[src/rtl/btn_debounce.sv]
// btn_debounce: four independent push-button debouncers.
// Each raw button level is synchronized, then qualified by a small FSM that
// only accepts a new level after it has been held for STABLE_CYCLES
// consecutive clocks. Registered outputs provide the debounced level,
// one-cycle press/release pulses, a one-hot digit select and an any-pressed flag.
`timescale 1ns/1ps

module btn_debounce #(
  parameter int unsigned STABLE_CYCLES = 900,
  parameter int unsigned SYNC_STAGES   = 2
) (
  input  logic       clk,
  input  logic       rst_n,
  input  logic [3:0] btn_raw,
  output logic [3:0] btn_level,
  output logic [3:0] btn_press,
  output logic [3:0] btn_release,
  output logic [3:0] btn_sel,
  output logic       btn_any
);

  // Counter only has to reach STABLE_CYCLES-2, so clog2(STABLE_CYCLES) bits
  // always suffice (minimum one bit for STABLE_CYCLES=2).
  localparam int unsigned CW = (STABLE_CYCLES > 2) ? $clog2(STABLE_CYCLES) : 1;
  localparam logic [CW-1:0] CNT_LAST = CW'(STABLE_CYCLES - 2);
  localparam logic [CW-1:0] CNT_ZERO = {CW{1'b0}};
  localparam logic [CW-1:0] CNT_ONE  = CW'(1);

  typedef enum logic [1:0] {
    ST_RELEASED     = 2'd0,
    ST_PRESS_WAIT   = 2'd1,
    ST_PRESSED      = 2'd2,
    ST_RELEASE_WAIT = 2'd3
  } state_e;

  // True when exactly one bit of a 4-bit vector is set.
  function automatic logic onehot4(input logic [3:0] v);
    logic nonzero;
    logic single;
    nonzero = (v != 4'b0000);
    single  = ((v & (v - 4'd1)) == 4'b0000);
    return nonzero & single;
  endfunction

  // ---------------------------------------------------------------------------
  // Input synchronizer
  // ---------------------------------------------------------------------------
  logic [3:0] sync_q [SYNC_STAGES];
  logic [3:0] sync_s;

  // Metastability chain: stage 0 samples the asynchronous pins, the last stage feeds the FSMs.
  always_ff @(posedge clk or negedge rst_n) begin
    if (!rst_n) begin
      for (int k = 0; k < SYNC_STAGES; k++) begin
        sync_q[k] <= 4'b0000;
      end
    end else begin
      sync_q[0] <= btn_raw;
      for (int k = 1; k < SYNC_STAGES; k++) begin
        sync_q[k] <= sync_q[k-1];
      end
    end
  end

  assign sync_s = sync_q[SYNC_STAGES-1];

  // ---------------------------------------------------------------------------
  // Per-button qualification FSMs
  // ---------------------------------------------------------------------------
  // level_d is the debounced level implied by the current FSM states; the
  // output registers below capture it, which places every output exactly one
  // clock after the FSM reaches the accepting state.
  logic [3:0] level_d;

  for (genvar b = 0; b < 4; b++) begin : g_btn
    state_e        state_q;
    state_e        state_d;
    logic [CW-1:0] cnt_q;
    logic [CW-1:0] cnt_d;

    // Next-state logic: a WAIT state resolves when the count hits CNT_LAST,
    // and any reversal of the synchronized input discards the partial count.
    always_comb begin
      state_d = state_q;
      cnt_d   = cnt_q;
      case (state_q)
        ST_RELEASED: begin
          if (sync_s[b]) begin
            state_d = ST_PRESS_WAIT;
            cnt_d   = CNT_ZERO;
          end else begin
            state_d = ST_RELEASED;
          end
        end
        ST_PRESS_WAIT: begin
          if (!sync_s[b]) begin
            state_d = ST_RELEASED;
            cnt_d   = CNT_ZERO;
          end else if (cnt_q == CNT_LAST) begin
            state_d = ST_PRESSED;
            cnt_d   = CNT_ZERO;
          end else begin
            cnt_d   = cnt_q + CNT_ONE;
          end
        end
        ST_PRESSED: begin
          if (!sync_s[b]) begin
            state_d = ST_RELEASE_WAIT;
            cnt_d   = CNT_ZERO;
          end else begin
            state_d = ST_PRESSED;
          end
        end
        ST_RELEASE_WAIT: begin
          if (sync_s[b]) begin
            state_d = ST_PRESSED;
            cnt_d   = CNT_ZERO;
          end else if (cnt_q == CNT_LAST) begin
            state_d = ST_RELEASED;
            cnt_d   = CNT_ZERO;
          end else begin
            cnt_d   = cnt_q + CNT_ONE;
          end
        end
        default: begin
          state_d = ST_RELEASED;
          cnt_d   = CNT_ZERO;
        end
      endcase
    end

    // State and counter registers; reset returns the button to RELEASED.
    always_ff @(posedge clk or negedge rst_n) begin
      if (!rst_n) begin
        state_q <= ST_RELEASED;
        cnt_q   <= CNT_ZERO;
      end else begin
        state_q <= state_d;
        cnt_q   <= cnt_d;
      end
    end

    assign level_d[b] = (state_q == ST_PRESSED) || (state_q == ST_RELEASE_WAIT);
  end

  // ---------------------------------------------------------------------------
  // Output stage
  // ---------------------------------------------------------------------------
  logic [3:0] level_q;
  logic [3:0] press_q;
  logic [3:0] release_q;
  logic [3:0] sel_q;
  logic       any_q;
  logic [3:0] sel_d;

  // Digit select is only meaningful when a single button is held.
  always_comb begin
    sel_d = 4'b0000;
    if (onehot4(level_d)) begin
      sel_d = level_d;
    end else begin
      sel_d = 4'b0000;
    end
  end

  // Register all outputs from level_d so level, pulses, select and any stay aligned.
  // A pulse is an edge of the debounced level, so an aborted wait never pulses.
  always_ff @(posedge clk or negedge rst_n) begin
    if (!rst_n) begin
      level_q   <= 4'b0000;
      press_q   <= 4'b0000;
      release_q <= 4'b0000;
      sel_q     <= 4'b0000;
      any_q     <= 1'b0;
    end else begin
      level_q   <= level_d;
      press_q   <= level_d & ~level_q;
      release_q <= ~level_d & level_q;
      sel_q     <= sel_d;
      any_q     <= |level_d;
    end
  end

  assign btn_level   = level_q;
  assign btn_press   = press_q;
  assign btn_release = release_q;
  assign btn_sel     = sel_q;
  assign btn_any     = any_q;

endmodule

[config.mk]
export PLATFORM = sky130hd
export DESIGN_NAME = btn_debounce
export DESIGN_NICKNAME = d
export VERILOG_FILES = /design/src/rtl/btn_debounce.sv
export SDC_FILE = /design/constraint.sdc
export NUM_CORES = 1
export LEC_CHECK = 0
export CAP_MARGIN = 10
export CORE_MARGIN = 4
export CORE_UTILIZATION = 30
export DETAILED_ROUTE_END_ITERATION = 8
export PLACE_DENSITY = 0.47
export SYNTH_ARGS = -nofsm -noshare
export SYNTH_HDL_FRONTEND = slang
export SYNTH_SLANG_ARGS = --single-unit
[constraint.sdc]
create_clock -name clk -period 2 [get_ports clk]
set_input_delay 0.2 -clock clk [delete_from_list [all_inputs] [get_ports clk]]
set_output_delay 0.2 -clock clk [all_outputs]
set_load 0.02 [all_outputs]
* After elaboration in Yosys (flattened, before gate mapping)
Index checks and enable logic that the tools add are counted.
Storage, ports and cells: output and inout bits 17, register bits 73, input bits 6, word-level logic and storage cells 130
Cells by class: add/subtract/negate cells 5, multiplexer cells 53, eq/ne operators 32, reduce and logical (&&, ||, !) cells 19, bitwise logic cells 6
Operators by type and width (count):
- $mux 10 | 20
- $pmux 10 s4 | 4
- $add 10x1->10 const B | 4
- $eq 10x10->1 const B | 4
- $mux 2 | 16
- $pmux 2 s4 | 4
- $ne 3x3->1 const B | 8
- $eq 2x2->1 const B | 8
- $ne 2x2->1 const B | 8
- $reduce_and 2->1 | 8
- $and 4x4->4 | 3
- $eq 2x1->1 const B | 4
- $logic_not 2->1 | 4
- $mux 1 | 8
- $not 4->4 | 2
- $logic_not 4->1 | 1
- $logic_or 1x1->1 | 4
- $mux 4 | 1
- $reduce_bool 4->1 | 1
- $reduce_or 4->1 | 1
- $sub 4x1->4 const B | 1
- $and 1x1->1 | 1

* Depth between registers and ports, before layout
Gate-level depths: netlist of the first run.
depth in word-level cells 7, gate-level depth with buffers 7, mapped depth without buffers 6

* Least setup slack after synthesis of the first run
Ideal clock, no wire load.
kind register to register, start point reg g_btn[0].cnt_q[2], end point reg with a tool-made name, period minus slack after synthesis 1.781 ns, path slack 0.219 ns, library setup time 0.125 ns, required time 1.875 ns, cell stages (with the launch flop) 6, arrival time 1.656 ns, cells stage by stage dfrtp_1 buf_6 or4b_4 nor4_4 nand2_2 mux2_4
RTL lines:
- from (decl) | RTL line 78 | logic [CW-1:0] cnt_q;
- from (signal assigned) | RTL line 139 | cnt_q <= cnt_d;

==> results.json, run 1 <==
{
  "status": "finished, final reports clean",
  "n_antenna_cell": 0,
  "cts.sinks": 73,
  "drive_gt1_share_pct": 11.5,
  "leakage_nw": 1.75,
  "wl_per_cell_um": 13.6,
  "setup_viol": 0,
  "worstPathArrival_ps": 2030,
  "syn_to_final_growth_pct": 18.8,
  "post-route-period-util_pct": 90.6,
  "cts_root_buf": "clkbuf_8",
  "power.density_nw_per_um2": 687,
  "max_stage_delay_ps": 540,
  "rows": 38,
  "antenna_found_initial": 0,
  "die_w_um": 114,
  "fmax_mhz": 552,
  "hp-class": "in -> reg",
  "numCtsBuffers": 9,
  "synth_seq_area_share_pct": 54.3,
  "first_global_vias": 2413,
  "path_max_fanout": 6,
  "boundaryPins": 23,
  "synth_top_family_by_area": "simple AND/OR/NAND/NOR gates",
  "cts_tree": "done",
  "synth_top_area_cell": "dfrtp_1",
  "ys_ff_latch": 73,
  "fp.coreArea_um2": 10900,
  "path_delay_family": "simple AND/OR/NAND/NOR gates",
  "synth_ff_type": "dfrtp_1",
  "syn_nets": 325,
  "cts_max_path_buffers": 2,
  "syn_inst": 311,
  "grt.total_usage_pct": 11.2,
  "overflow": 0,
  "synth_common_cells": "73 x dfrtp_1, 27 x nand2_1, 26 x nor2_1, 26 x xor2_1, 22 x o21ai_0",
  "ir_drop_mv": 0.291,
  "relSlewSlack_pct": 54.0,
  "synthArstFlopShare_pct": 100,
  "maxSlewViolCount": 0,
  "fp.dieArea_um2": 13000,
  "avgSynthCellArea_um2": 10.8,
  "via_per_inst": 4.85,
  "start_util_pct": 30.9,
  "grt_max_degree": 45,
  "placedCellCount": 471,
  "synth_xor_area_share_pct": 7.29,
  "rsz0062_at_grt": "no",
  "synth_compound_gate_area_share_pct": 10.1,
  "synth.most_common_cell": "dfrtp_1",
  "synth_fa_ha_area_share_pct": 2.97,
  "synthMuxAreaShare_pct": 1.45,
  "tightest_slew_ps": 687,
  "drtIter0Drc": 130,
  "clkLatencyLatePin_ps": 340,
  "yosys-top-cells-area": "dfrtp_1 54%, xor2_1 6.8%, o21ai_0 3.3%, nand2_1 3.0%, ha_1 3.0%",
  "final_util_pct": 36.7,
  "instances_no_fill": 489,
  "slowest_stage": "or4b_4",
  "path_class": "reg -> reg",
  "crit_required_ps": 2220,
  "hold_violations": 0,
  "fin_nets": 358,
  "place.gp.congestion": 0.777,
  "grt_pass1_wl_mm": 11.7,
  "synthesis.area_um2": 3370,
  "htree_levels": 3,
  "synth_top_area_share_pct": 54.3,
  "cp-start-kind": "flop",
  "nFillCells": 1091,
  "clk_pin_slew_worst_paths_ps": 80,
  "synth_edf_count": 0,
  "wl_mm": 6.67,
  "drtAntennaViolNets": 0,
  "synth.distinct_cells": 42,
  "path_cells": "or4b_4 -> nor4_4 -> buf_4 -> nand2_2 -> mux2_4",
  "drt_pass1_iterations": 4,
  "fp.dieH_um": 114,
  "portBuffers": 22,
  "yosys.area_share.simple_pct": 20.9,
  "setup_tns_ps": 0,
  "critPathCaptureType": "flop",
  "fin_skew_ps": 10.3,
  "dp_hpwl_mm": 4.54,
  "routed-via-count": 2372,
  "ys_warn_count": 0,
  "finalCriticalPeriod_ps": 1810,
  "cap_viol_max_count": 0,
  "path_buf_inv": 1,
  "drc": 0
}
==> worst reg2reg max path: cells and delay by family (launching register included) <==
family                 cells  cell delay (ps)
flip-flops                 1              420
AND/OR/NAND/NOR            3              820
multiplexers               1              300
buffers and inverters      1              160
==> cells in the final DEF, fill, tap and decap left out, drive strengths merged, types with 3 or more instances in the layout <==
cell / Yosys / layout
o2111ai: 9 / 9
nand4: 5 / 5
nor2b: 9 / 9
inv: 6 / 6
or4: 3 / 3
nor4b: 7 / 7
nand2: 28 / 28
clkbuf: 11 / 12
a21oi: 4 / 4
nor2: 26 / 26
nand3: 7 / 7
clkdlybuf4s50: 0 / 21
xor2: 26 / 26
clkinvlp: 0 / 3
and4: 6 / 6
buf: 5 / 16
dfrtp: 73 / 73
o21ai: 22 / 22
and3: 10 / 10
o211ai: 10 / 10
and2: 8 / 8
or3: 3 / 3
ha: 8 / 8
mux2: 4 / 4
==> per-layer routing <==
layer,up-vias,GRT usage [%],wire [um]
met1,1177,15.3,3360
li1,1155,-,-
met5,-,0,0
met4,0,5.38,93
met3,7,2.39,222
met2,33,16.7,2990
==> layout make-up <==
type / instances / area (um^2) / share of cell area, %
clock inverters: 4 / 27.5 / 0.689
well taps: 140 / 175 / 4.38
inverters: 6 / 22.5 / 0.563
multi-input cells: 216 / 1440 / 36.0
clock buffers: 12 / 155 / 3.88
flip-flops and latches: 73 / 1830 / 45.7
repair buffers: 38 / 353 / 8.83
==> power breakdown <==
part           switching (mW)  leakage (nW)  internal (mW)
Combinational          0.0876         0.682         0.0519
Clock                   0.557        0.0846          0.517
Sequential             0.0330         0.987           1.50
==> sequential cells by signal, summed over array words and instances (netlist names), named ones only <==
name           cells
sync_q             4
btn_press          4
btn_any            1
sync_s             4
g_btn.cnt_q       40
btn_level          4
g_btn.state_q      4
btn_sel            4
btn_release        4
==> kinds of logic after synthesis <==
family,count (synthesis)
simple gates,124
buf+inv,22
compound gates,52
flops,73
mux,4
xor+xnor,28
fa+ha+maj,8
==> metrics by stage <==
step	area [um^2]	setup slack (ps)	hold slack (ps)	total power, mW
after floorplan	3370	219	-95.6	1.62
after global placement	3800	157	164	1.70
after detailed placement	3800	127	164	1.70
after CTS	3990	87.4	283	2.79
after global routing	4000	25.6	289	2.90
final	4000	189	297	2.75
==> final timing paths <==
kind,start,to,slack [ps],cells past startpoint
setup / recovery,g_btn[0].cnt_q[5],flop,190,5
hold / removal,btn_raw[2],sync_q[6],300,1
setup reg to reg,g_btn[0].cnt_q[5],flop,190,5
hold reg to reg,sync_q[7],sync_s[3],350,0
max in group asynchronous,rst_n,g_btn[0].cnt_q[5],1110,3
min in group asynchronous,rst_n,g_btn[3].cnt_q[1],320,2
==> repair_timing <==
item,CTS,global route
setup buffers,0,1
setup endpoints to repair,0,1
resized for setup,0,1
hold buffers,1,0
hold endpoints to repair,29,0
Power figures use the tool's default switching activity.
==> inputs of run 2 (changes only) <==
SLEW_MARGIN = 20   (was not set)
==> results of run 2 <==
Final layout, timing and power as in run 1 (identical DEF).
